--- src/rtl/mem_arb_pkg.sv ---
// mem_arb_pkg: constants shared by the data-memory arbiter, the memory model
// and the Micro_MIPS integration.
//   ADDR_W / DATA_W    : data-memory address and data widths
//   S_PIPE/S_EXT/S_ACK : arbiter state encoding (2'd3 is unused, decodes as S_PIPE)
//   cnt_width()        : bits needed to hold a counter saturating at max_val
package mem_arb_pkg;

  localparam int ADDR_W = 7;
  localparam int DATA_W = 32;

  localparam logic [1:0] S_PIPE = 2'd0;
  localparam logic [1:0] S_EXT  = 2'd1;
  localparam logic [1:0] S_ACK  = 2'd2;

  function automatic int cnt_width(input int max_val);
    return (max_val < 1) ? 1 : $clog2(max_val + 1);
  endfunction

endpackage

--- src/rtl/arb_wait_cnt.sv ---
// arb_wait_cnt: saturating starvation counter for the memory arbiter.
// Counts the cycles an external request has been blocked by pipeline traffic.
//   reloj  in   clock
//   resetM in   synchronous active-high reset
//   clr    in   clear (has priority over inc)
//   inc    in   increment, saturating at WAIT_MAX
//   cnt    out  current count
module arb_wait_cnt
  import mem_arb_pkg::*;
#(
  parameter int WAIT_MAX = 3,
  parameter int W        = cnt_width(WAIT_MAX)
) (
  input  logic         reloj,
  input  logic         resetM,
  input  logic         clr,
  input  logic         inc,
  output logic [W-1:0] cnt
);

  localparam logic [W-1:0] MAX_V = W'(WAIT_MAX);

  // NOTE: state is updated with non-blocking assignments so every flop samples
  // its inputs as they were before the edge, independent of block ordering.
  always_ff @(posedge reloj) begin
    if (resetM) begin
      cnt <= '0;
    end else if (clr) begin
      cnt <= '0;
    end else if (inc && cnt != MAX_V) begin
      cnt <= cnt + 1'b1;
    end
  end

endmodule

--- src/rtl/mem_arb.sv ---
// mem_arb: arbitrates the single data-memory port between the pipeline MEM
// stage (zero-latency owner by default) and an external loader/debug port.
// An external request is granted when the pipeline is idle, or forced through
// after WAIT_MAX blocked cycles; the grant costs one S_EXT cycle (pipeline
// stalled if active) followed by one S_ACK cycle that always goes back to the
// pipeline.
//   reloj, resetM                 clock, synchronous active-high reset
//   pipe_rd/wr/wh/dir/di, pipe_do MEM-stage request and read data
//   stall                         pipeline freeze (S_EXT with pipeline active)
//   ext_req/we/wh/dir/di          external request (held stable until ext_ack)
//   ext_ack, ext_do               one-cycle completion pulse and read data
//   mem_rd/wr/wh/dir/di, mem_do   data-memory port (async read, sync write)
module mem_arb
  import mem_arb_pkg::*;
#(
  parameter int WAIT_MAX = 3
) (
  input  logic              reloj,
  input  logic              resetM,
  input  logic              pipe_rd,
  input  logic              pipe_wr,
  input  logic              pipe_wh,
  input  logic [ADDR_W-1:0] pipe_dir,
  input  logic [DATA_W-1:0] pipe_di,
  output logic [DATA_W-1:0] pipe_do,
  output logic              stall,
  input  logic              ext_req,
  input  logic              ext_we,
  input  logic              ext_wh,
  input  logic [ADDR_W-1:0] ext_dir,
  input  logic [DATA_W-1:0] ext_di,
  output logic              ext_ack,
  output logic [DATA_W-1:0] ext_do,
  output logic              mem_rd,
  output logic              mem_wr,
  output logic              mem_wh,
  output logic [ADDR_W-1:0] mem_dir,
  output logic [DATA_W-1:0] mem_di,
  input  logic [DATA_W-1:0] mem_do
);

  localparam int                CNT_W  = cnt_width(WAIT_MAX);
  localparam logic [CNT_W-1:0]  WAIT_V = CNT_W'(WAIT_MAX);

  logic [1:0]       state;
  logic [1:0]       state_nx;
  logic             in_ext;
  logic             in_ack;
  logic             in_pipe;
  logic             pipe_act;
  logic             go_ext;
  logic             cnt_clr;
  logic             cnt_inc;
  logic             wr_raw;
  logic [CNT_W-1:0] wait_cnt;

  assign in_ext   = (state == S_EXT);
  assign in_ack   = (state == S_ACK);
  // The unused encoding 2'd3 falls into the pipeline-owner decode.
  assign in_pipe  = ~in_ext & ~in_ack;
  assign pipe_act = pipe_rd | pipe_wr;
  assign go_ext   = in_pipe & ext_req & (~pipe_act | (wait_cnt == WAIT_V));

  // Count only while a request is actually being blocked; drop the count once
  // the requester gives up or is granted.
  assign cnt_clr  = go_ext | (in_pipe & ~ext_req);
  assign cnt_inc  = in_pipe & ext_req & pipe_act;

  arb_wait_cnt #(
    .WAIT_MAX (WAIT_MAX),
    .W        (CNT_W)
  ) u_wait_cnt (
    .reloj  (reloj),
    .resetM (resetM),
    .clr    (cnt_clr),
    .inc    (cnt_inc),
    .cnt    (wait_cnt)
  );

  // NOTE: every output of a combinational block gets a default first, so no
  // path through the block leaves a signal unassigned and infers a latch.
  always_comb begin
    state_nx = S_PIPE;
    if (in_ext) begin
      state_nx = S_ACK;
    end else if (in_ack) begin
      state_nx = S_PIPE;
    end else if (go_ext) begin
      state_nx = S_EXT;
    end
  end

  always_ff @(posedge reloj) begin
    if (resetM) begin
      state   <= S_PIPE;
      ext_ack <= 1'b0;
      ext_do  <= '0;
    end else begin
      state   <= state_nx;
      ext_ack <= in_ext;
      if (in_ext && !ext_we) begin
        ext_do <= mem_do;
      end
    end
  end

  always_comb begin
    mem_rd  = pipe_rd;
    wr_raw  = pipe_wr;
    mem_wh  = pipe_wh;
    mem_dir = pipe_dir;
    mem_di  = pipe_di;
    if (in_ext) begin
      mem_rd  = ~ext_we;
      wr_raw  = ext_we;
      mem_wh  = ext_wh;
      mem_dir = ext_dir;
      mem_di  = ext_di;
    end
  end

  // Reset drops any write in flight, pipeline or external.
  assign mem_wr  = wr_raw & ~resetM;
  assign stall   = in_ext & pipe_act & ~resetM;
  assign pipe_do = mem_do;

endmodule

--- config.mk ---
export PLATFORM = sky130hd
export DESIGN_NAME = mem_arb
export DESIGN_NICKNAME = d
export VERILOG_FILES = /design/src/rtl/mem_arb_pkg.sv /design/src/rtl/arb_wait_cnt.sv /design/src/rtl/mem_arb.sv
export SDC_FILE = /design/constraint.sdc
export NUM_CORES = 1
export LEC_CHECK = 0
export BUFFER_PORTS_ARGS = -buffer_cell sky130_fd_sc_hd__buf_2
export CAP_MARGIN = 20
export CORE_AREA = 4 4 89 91
export CTS_BUF_LIST = sky130_fd_sc_hd__clkbuf_4 sky130_fd_sc_hd__clkbuf_8
export DETAILED_ROUTE_END_ITERATION = 16
export DIE_AREA = 0 0 93 95
export GPL_TIMING_DRIVEN = 0
export PLACE_DENSITY = 0.77
export SLEW_MARGIN = 20
export SYNTH_ARGS = -nofsm -noshare
export SYNTH_HDL_FRONTEND = slang
export SYNTH_SLANG_ARGS = --single-unit
--- constraint.sdc ---
create_clock -name reloj -period 1.37 [get_ports reloj]
set_input_delay 0.274 -clock reloj [delete_from_list [all_inputs] [get_ports reloj]]
set_output_delay 0.274 -clock reloj [all_outputs]
set_load 0.02 [all_outputs]
* After elaboration in Yosys (flattened, before gate mapping)
Index checks and enable logic that the tools add are counted.
** Operators by class
- $add $sub $neg :: 1
- Multipliers :: 0
- Divide/modulo/power cells :: 0
- Magnitude comparators :: 0
- Equality and inequality tests :: 4
- Shifts and indexed selects :: 0
- Multiplexer cells :: 8
- Bitwise logic cells :: 17
- Reductions and logical operators :: 5
** Operator list (count)
- $mux W32 :: 1
- $and A1 B1 Y1 :: 8
- $mux W7 :: 1
- $not A1 Y1 :: 6
- $mux W1 :: 5
- $eq A2 B2 Y1 const B :: 2
- $or A1 B1 Y1 :: 3
- $reduce_or A3 Y1 :: 1
- $add A2 B1 Y2 const B :: 1
- $eq A2 B1 Y1 const B :: 1
- $logic_and A1 B1 Y1 :: 2
- $mux W2 :: 1
- $ne A2 B2 Y1 const B :: 1
- $reduce_or A2 Y1 :: 1
- $logic_not A1 Y1 :: 1
** Storage, ports and cells
- Flip-flop bits (word level) :: 37
- Bits in latches :: 0
- Memory bits (writable) :: 0
- Memory bits (read-only) :: 0
- Input bits :: 118
- Output and inout port bits :: 108
- Word-level logic and storage cells :: 40
- Memories :: 0

* Logic depth before layout (Yosys ltp)
Gate-level depths: netlist of the first run.
- Depth after elaboration :: 8
- Depth in mapped cells :: 7

* Cells and area by module
Synthesis of the first run repeated with hierarchy kept, for this count alone.
** Second synthesis, totals
- Cell total of the unflattened synthesis :: 245
- Area total of the unflattened synthesis :: 2090.8 um^2
** Modules (own cells, without submodules)
- mem_arb :: instances 1, cells each 237, area an instance 1985.7 um^2, sequential area each 680.7 um^2
- arb_wait_cnt :: instances 1, cells each 8, area an instance 105.1 um^2, sequential area each 40.0 um^2

* Least setup slack after synthesis of the first run
No wires, ideal clock.
- Path type :: reg-to-output
- Start point :: reg, netlist name ext_ack
- End point :: out mem_wr
- Arrival time :: 1405 ps
- Required time :: 1096 ps
- Slack :: -309 ps
- Stages on the path, launching flop included :: 7
- Buffers on the path :: 2
- Path through :: dfxtp_1 > inv_1 > ha_1 > buf_6 > buf_6 > mux2i_1 > nor2_1
** RTL lines
- end, declared :: line mem_arb.sv:35 : output logic mem_wr,

==> results of run 1 <==
## routing by layer
metal	global-route usage, %	vias to the layer above	part of all wire [%]
met5	0	-	0.15
met4	7.08	2	2.5
met3	5.42	20	8.2
met2	35.3	126	54
met1	18.2	1192	35
li1	-	1251	-
## worst min-delay path by stage
stage,slack (ns),start,endpoint,depth (start not counted)
after floorplan,0.34,resetM,ext_ack,1
after global placement,0.44,ext_do[22],ext_do[22],2
after detailed placement,0.44,ext_do[25],ext_do[25],2
after CTS,0.18,resetM,ext_ack,2
after global routing,0.18,resetM,ext_ack,2
final,0.19,resetM,ext_ack,2
## stage by stage
stage                     instances  TNS, ns  utilization, %  hold WS (ns)
after floorplan                 243    -3.32               -         0.343
after global placement          567    -7.76            51.5         0.441
after detailed placement        567    -8.32            51.5         0.443
after CTS                       579   -19.61            57.7         0.179
after global routing            585   -24.89            60.1         0.180
final                           585   -20.23            60.1         0.190
## power groups by stage
stage / clock, mW / combinational (mW) / sequential (mW)
floorplan: 0 / 0.487 / 1.11
global placement: 0 / 0.827 / 1.09
detailed placement: 0 / 0.842 / 1.09
CTS: 0.837 / 0.970 / 1.07
global route: 0.890 / 1.06 / 1.07
finish: 0.811 / 1.00 / 1.07
## flip-flops by register name (all words and copies together), names as in the netlist
name,count
ext_ack,1
ext_do,32
state,1
u_wait_cnt.cnt,2
## cells by family (layout without fill, tap and decap cells)
kind of cell	after synthesis	in the layout
flops	36	36
fa+ha+maj	3	3
other cells	0	2
compound gates	35	35
buf+inv	51	292
mux	41	41
simple gates	77	77
## layout make-up
cell class | instances | area, µm²
Clock inverter | 1 | 6.26
Tap cell | 99 | 124
Multi-Input combinational cell | 156 | 1320
Antenna cell | 2 | 5.00
Timing Repair Buffer | 233 | 1540
Buffer | 48 | 474
Clock buffer | 7 | 90.1
Fill cell | 629 | 2850
Inverter | 3 | 11.3
Sequential cell | 36 | 726
## timing repair
| item | 4_1_cts | 5_1_grt |
|---|---|---|
| pin swaps | 0 | 10 |
| hold buffers | 0 | 0 |
| gates cloned | 1 | 4 |
| resized for setup | 90 | 20 |
| setup endpoints to repair | 43 | 73 |
| setup buffers | 3 | 0 |
## worst max-delay path, stage by stage, from the launching register on
cell and delay, ns:
dfxtp_4 0.35, inv_2 0.04, ha_4 0.15, buf_12 0.15, clkbuf_16 0.16, mux2_4 0.30
buf_6 0.13
## placed cells by master, fill, tap and decap left out, types with 4 or more instances in the layout
cell	synthesis	routed
buf_6	6	43
clkbuf_8	0	6
dfxtp_1	36	34
buf_12	2	7
a21oi_1	13	7
buf_2	3	186
nand2_1	65	63
mux2_4	37	40
buf_4	36	36
buf_8	1	4
a21oi_2	20	26
clkbuf_16	0	4
==> impl_metrics.env, run 1 <==
export IMPL_synth_warnings=0
export IMPL_clk_pin_slew_ns=0.06
export IMPL_critPathKind="reg2out"
export IMPL_antenna_found_initial=3
export IMPL_power_leakage_nw=2.15
export IMPL_numCtsBuffers=5
export IMPL_synth_edf_count=0
export IMPL_synthXorXnorAreaFrac_pct=0
export IMPL_yosysTopAreaCell="dfxtp_1"
export IMPL_crit_fanout=8
export IMPL_r2r_start="ext_ack"
export IMPL_syn_area_um2=2380
export IMPL_layout_setup_ws_ns=-0.468
export IMPL_synth_fa_ha_area_share_pct=1.58
export IMPL_cp_required_ns=1.10
export IMPL_drt_wl_total_um=8910
export IMPL_numClockSinks=36
export IMPL_vias_per_cell=4.43
export IMPL_synthToLayoutAreaGrowth_pct=80.4
export IMPL_worst_pin_slew_ns=0.301
export IMPL_yosysTopAreaCellShare_pct=30.3
export IMPL_portBuffers=225
export IMPL_place_congestion=0.762
export IMPL_drive_gt1_share_pct=76.7
export IMPL_grt_start_max_net_pins=12
export IMPL_finalHoldViolCount=0
export IMPL_drtIter0Drc=33
export IMPL_powerDensity_nw_per_um2=671
export IMPL_seq_area_frac_synth_pct=30.3
export IMPL_synth_simple_gate_area_share_pct=13.8
export IMPL_rsz0062_at_grt="true"
export IMPL_maxCapViolations=0
export IMPL_slew_headroom_pct=79.9
export IMPL_ys_ff_latch=36
export IMPL_grt_pass1_wl_um=12800
export IMPL_fin_crit_ns=1.84
export IMPL_status="complete, but fails checks"
export IMPL_r2r_cells=8
export IMPL_clk_latency_ns=0.29
export IMPL_finalSetupViolCount=73
export IMPL_synth_top_family_by_area="multiplexers"
export IMPL_grt_pass1_vias=2643
export IMPL_pwr_share_clk_pct=28.2
export IMPL_drt_pass1_iter_count=4
export IMPL_drv_slew=0
export IMPL_num_rows=31
export IMPL_period_share_pct=134
export IMPL_die_area_um2=8840
export IMPL_yosysUniqueCellTypes=24
export IMPL_die_w_um=93
export IMPL_async_reset_ff_share_pct=0
export IMPL_hp_class="in2reg"
export IMPL_via_count=2591
export IMPL_synth_most_common_cell="nand2_1"
export IMPL_track_usage_pct=18.3
export IMPL_arrival_ns=1.56
export IMPL_skew_ns=0.00873
export IMPL_r2r_slack_ns=-0.08
export IMPL_max_clock_path_buffers=2
export IMPL_hpwl_um=6630
export IMPL_pre_cts_ws_ns=-0.226
export IMPL_critPathCaptureType="output pin"
export IMPL_die_h_um=95
export IMPL_synth_flop_cell="dfxtp_1"
export IMPL_avgSynthCellArea_um2=9.79
export IMPL_syn_inst=243
export IMPL_cts_max_level=2
export IMPL_cts_root_buffer="clkbuf_8"
export IMPL_coreArea_um2=7140
export IMPL_ir_worst_vdd_v=0.000447
export IMPL_cts_tree="built"
export IMPL_fmax_ghz=0.544
export IMPL_cp_start_kind="flop"
export IMPL_synth_compound_area_share_pct=11.5
export IMPL_ios=226
export IMPL_synth_area_leaders="dfxtp_1 30%, mux2_4 23%, buf_4 11%"
export IMPL_final_area_um2=4290
export IMPL_comb_power_share_pct=34.7
export IMPL_dpl_instance_area_um2=3670
export IMPL_final_nets=604
export IMPL_wire_per_inst_um=15.2
export IMPL_synthesis_nets=364
export IMPL_violations="negative setup slack"
export IMPL_drc=0
export IMPL_switchingPower_mw=0.843
export IMPL_swShare_pct=29.3
export IMPL_synth_commonest_cells="65 x nand2_1, 37 x mux2_4, 36 x buf_4, 36 x dfxtp_1, 20 x a21oi_2"
export IMPL_drt_antenna_violating_nets=0
export IMPL_crit_path_start="ext_ack"
export IMPL_start_util_pct=33.3
export IMPL_power_mw=2.88
export IMPL_seq_power_share_pct=37.1
export IMPL_muxShareOfSynthArea_pct=25.2
export IMPL_rr_endpoint="ext_do[9]"
export IMPL_gr_total_overflow=0
export IMPL_intPower_mw=2.04
export IMPL_crit_end="mem_di[31]"
No activity file was read; power rests on OpenSTA's default activity.
==> run 2, diff against run 1 <==
--- a/config.mk
+++ b/config.mk
@@ -7,12 +7,11 @@
 export LEC_CHECK = 0
 export BUFFER_PORTS_ARGS = -buffer_cell sky130_fd_sc_hd__buf_2
 export CAP_MARGIN = 20
-export CORE_AREA = 4 4 89 91
-export CTS_BUF_LIST = sky130_fd_sc_hd__clkbuf_4 sky130_fd_sc_hd__clkbuf_8
+export CORE_AREA = 4 4 95 97
 export DETAILED_ROUTE_END_ITERATION = 16
-export DIE_AREA = 0 0 93 95
+export DIE_AREA = 0 0 99 101
 export GPL_TIMING_DRIVEN = 0
-export PLACE_DENSITY = 0.77
+export PLACE_DENSITY = 0.69
 export SLEW_MARGIN = 20
 export SYNTH_ARGS = -nofsm -noshare
 export SYNTH_HDL_FRONTEND = slang
==> impl_metrics.env, run 2 (synthesis results as in run 1) <==
export IMPL_crit_path_start="ext_ack"
export IMPL_fmax_ghz=0.546
export IMPL_worst_pin_slew_ns=0.299
export IMPL_maxCapViolations=0
export IMPL_period_share_pct=134
export IMPL_cp_start_kind="flop"
export IMPL_seq_area_um2=726
export IMPL_die_w_um=99
export IMPL_clk_pin_slew_ns=0.07
export IMPL_largestRegisters="ext_do: 32 flops, u_wait_cnt.cnt: 2 flops"
export IMPL_drv_slew=0
export IMPL_drt_wl_total_um=8150
export IMPL_die_h_um=101
export IMPL_cp_required_ns=1.10
export IMPL_hold_depth=2
export IMPL_synthToLayoutAreaGrowth_pct=79.7
export IMPL_slew_headroom_pct=80.1
export IMPL_cts_root_buffer="clkbuf_8"
export IMPL_drive_gt1_share_pct=81.7
export IMPL_numCtsBuffers=5
export IMPL_final_cell_mix="205 x buf_2, 40 x mux2_4, 40 x nand2_1"
export IMPL_clk_latency_ns=0.28
export IMPL_final_common_cell="buf_2"
export IMPL_num_rows=33
export IMPL_final_nets=606
export IMPL_finalHoldViolCount=0
export IMPL_antenna_found_initial=1
export IMPL_start_util_pct=29.2
export IMPL_rsz0062_at_grt="true"
export IMPL_multi_input_area_um2=1450
export IMPL_r2r_cells=10
export IMPL_critPathKind="reg2out"
export IMPL_dpl_instance_area_um2=3680
export IMPL_track_usage_pct=14.7
export IMPL_drt_antenna_violating_nets=0
export IMPL_ios=226
export IMPL_portBuffers=225
export IMPL_r2r_start="ext_ack"
export IMPL_status="complete, but fails checks"
export IMPL_ctsHoldBuffers=0
export IMPL_cts_max_level=2
export IMPL_grt_start_max_net_pins=12
export IMPL_crit_fanout=10
export IMPL_grt_pass1_wl_um=11900
export IMPL_vias_per_cell=4.26
export IMPL_finalNonFillerCells=592
export IMPL_power_mw=2.80
export IMPL_dp_cells=573
export IMPL_drt_pass1_iter_count=3
export IMPL_rr_endpoint="ext_do[26]"
export IMPL_finalSetupViolCount=75
export IMPL_violations="negative setup slack"
export IMPL_regMostFlops="ext_do"
export IMPL_max_clock_path_buffers=2
export IMPL_hold_end="ext_ack"
export IMPL_hpwl_um=6530
export IMPL_wire_per_inst_um=13.8
export IMPL_tns_ns=-25.45
export IMPL_hp_class="in2reg"
export IMPL_coreArea_um2=8130
export IMPL_die_area_um2=10000
export IMPL_final_area_um2=4270
export IMPL_grt_pass1_vias=2525
export IMPL_fillCellCount=748
export IMPL_drtIter0Drc=40
export IMPL_largest_reg_flops=32
export IMPL_layout_setup_ws_ns=-0.463
export IMPL_power_leakage_nw=2.13
export IMPL_ir_worst_vdd_v=0.000379
export IMPL_fin_crit_ns=1.83
export IMPL_cts_tree="built"
export IMPL_critPathCaptureType="output pin"
export IMPL_skew_ns=0.00788
export IMPL_r2r_slack_ns=-0.24
export IMPL_arrival_ns=1.56
export IMPL_fin_util_pct=52.5
export IMPL_via_count=2522
export IMPL_holdCritStartpoint="resetM"
export IMPL_place_congestion=0.769
export IMPL_drc=0
export IMPL_gr_total_overflow=0
export IMPL_numClockSinks=36
export IMPL_powerDensity_nw_per_um2=656
-- run 2: changes by cell type in the layout (fill, tap and decap cells not counted), moves of 2 or more --
cell and delta:
nand2_1 -23, clkbuf_16 -2, nand2_4 +13, nand2_2 +10
buf_2 +19, buf_6 -16, buf_4 +2
-- run 2: per-stage QoR --
stage,hold slack (ns),worst slack [ns]
2_1_floorplan,0.343,-0.0878
3_3_place_gp,0.441,-0.215
3_5_place_dp,0.444,-0.226
4_1_cts,0.167,-0.488
5_1_grt,0.187,-0.506
6_report,0.193,-0.463
-- run 2: worst max-delay path: stages, from the launching register on --
cell and delay, ns:
dfxtp_4 0.35, inv_2 0.04, ha_4 0.16, buf_12 0.14, buf_12 0.14, mux2_4 0.29
buf_2 0.16
-- run 2: report_power, final --
| part | internal [mW] | switching [mW] |
|---|---|---|
| registers | 1.06 | 0.0116 |
| clock network | 0.410 | 0.384 |
| logic | 0.502 | 0.435 |
| total | 1.97 | 0.831 |
-- run 2: final cells by class --
| class | count | area share, % |
|---|---|---|
| Timing Repair Buffer | 235 | 32.6 |
| Antenna cell | 1 | 0.0585 |
| Tap cell | 105 | 3.07 |
| Clock buffer | 7 | 2.02 |
| Clock inverter | 1 | 0.146 |
| Inverter | 3 | 0.263 |
| Multi-Input combinational cell | 156 | 33.8 |
| Sequential cell | 36 | 17.0 |
| Buffer | 48 | 11.1 |
-- run 2: what timing repair did --
item | CTS | global route
setup endpoints to repair | 43 | 73
gates resized for setup | 39 | 76
gates cloned | 1 | 3
endpoints found under the hold margin | 0 | 0
pin swaps | 10 | 29
buffers inserted | 3 | 4
-- run 2: worst max path at each step --
stage            endpoint  cells after the start
2_1_floorplan   mem_di[0]                      5
3_3_place_gp   mem_di[11]                      6
3_5_place_dp   mem_di[13]                      6
4_1_cts        mem_di[13]                      6
5_1_grt        mem_di[20]                      6
6_report       mem_di[11]                      6
-- run 2: per-layer routing --
layer | up-vias | share of wire (%) | global-route usage (%)
met2 | 119 | 55 | 28.2
li1 | 1256 | - | -
met3 | 10 | 8.0 | 3.74
met4 | 0 | 1.4 | 4.20
met1 | 1137 | 36 | 15.7
met5 | - | 0 | 0
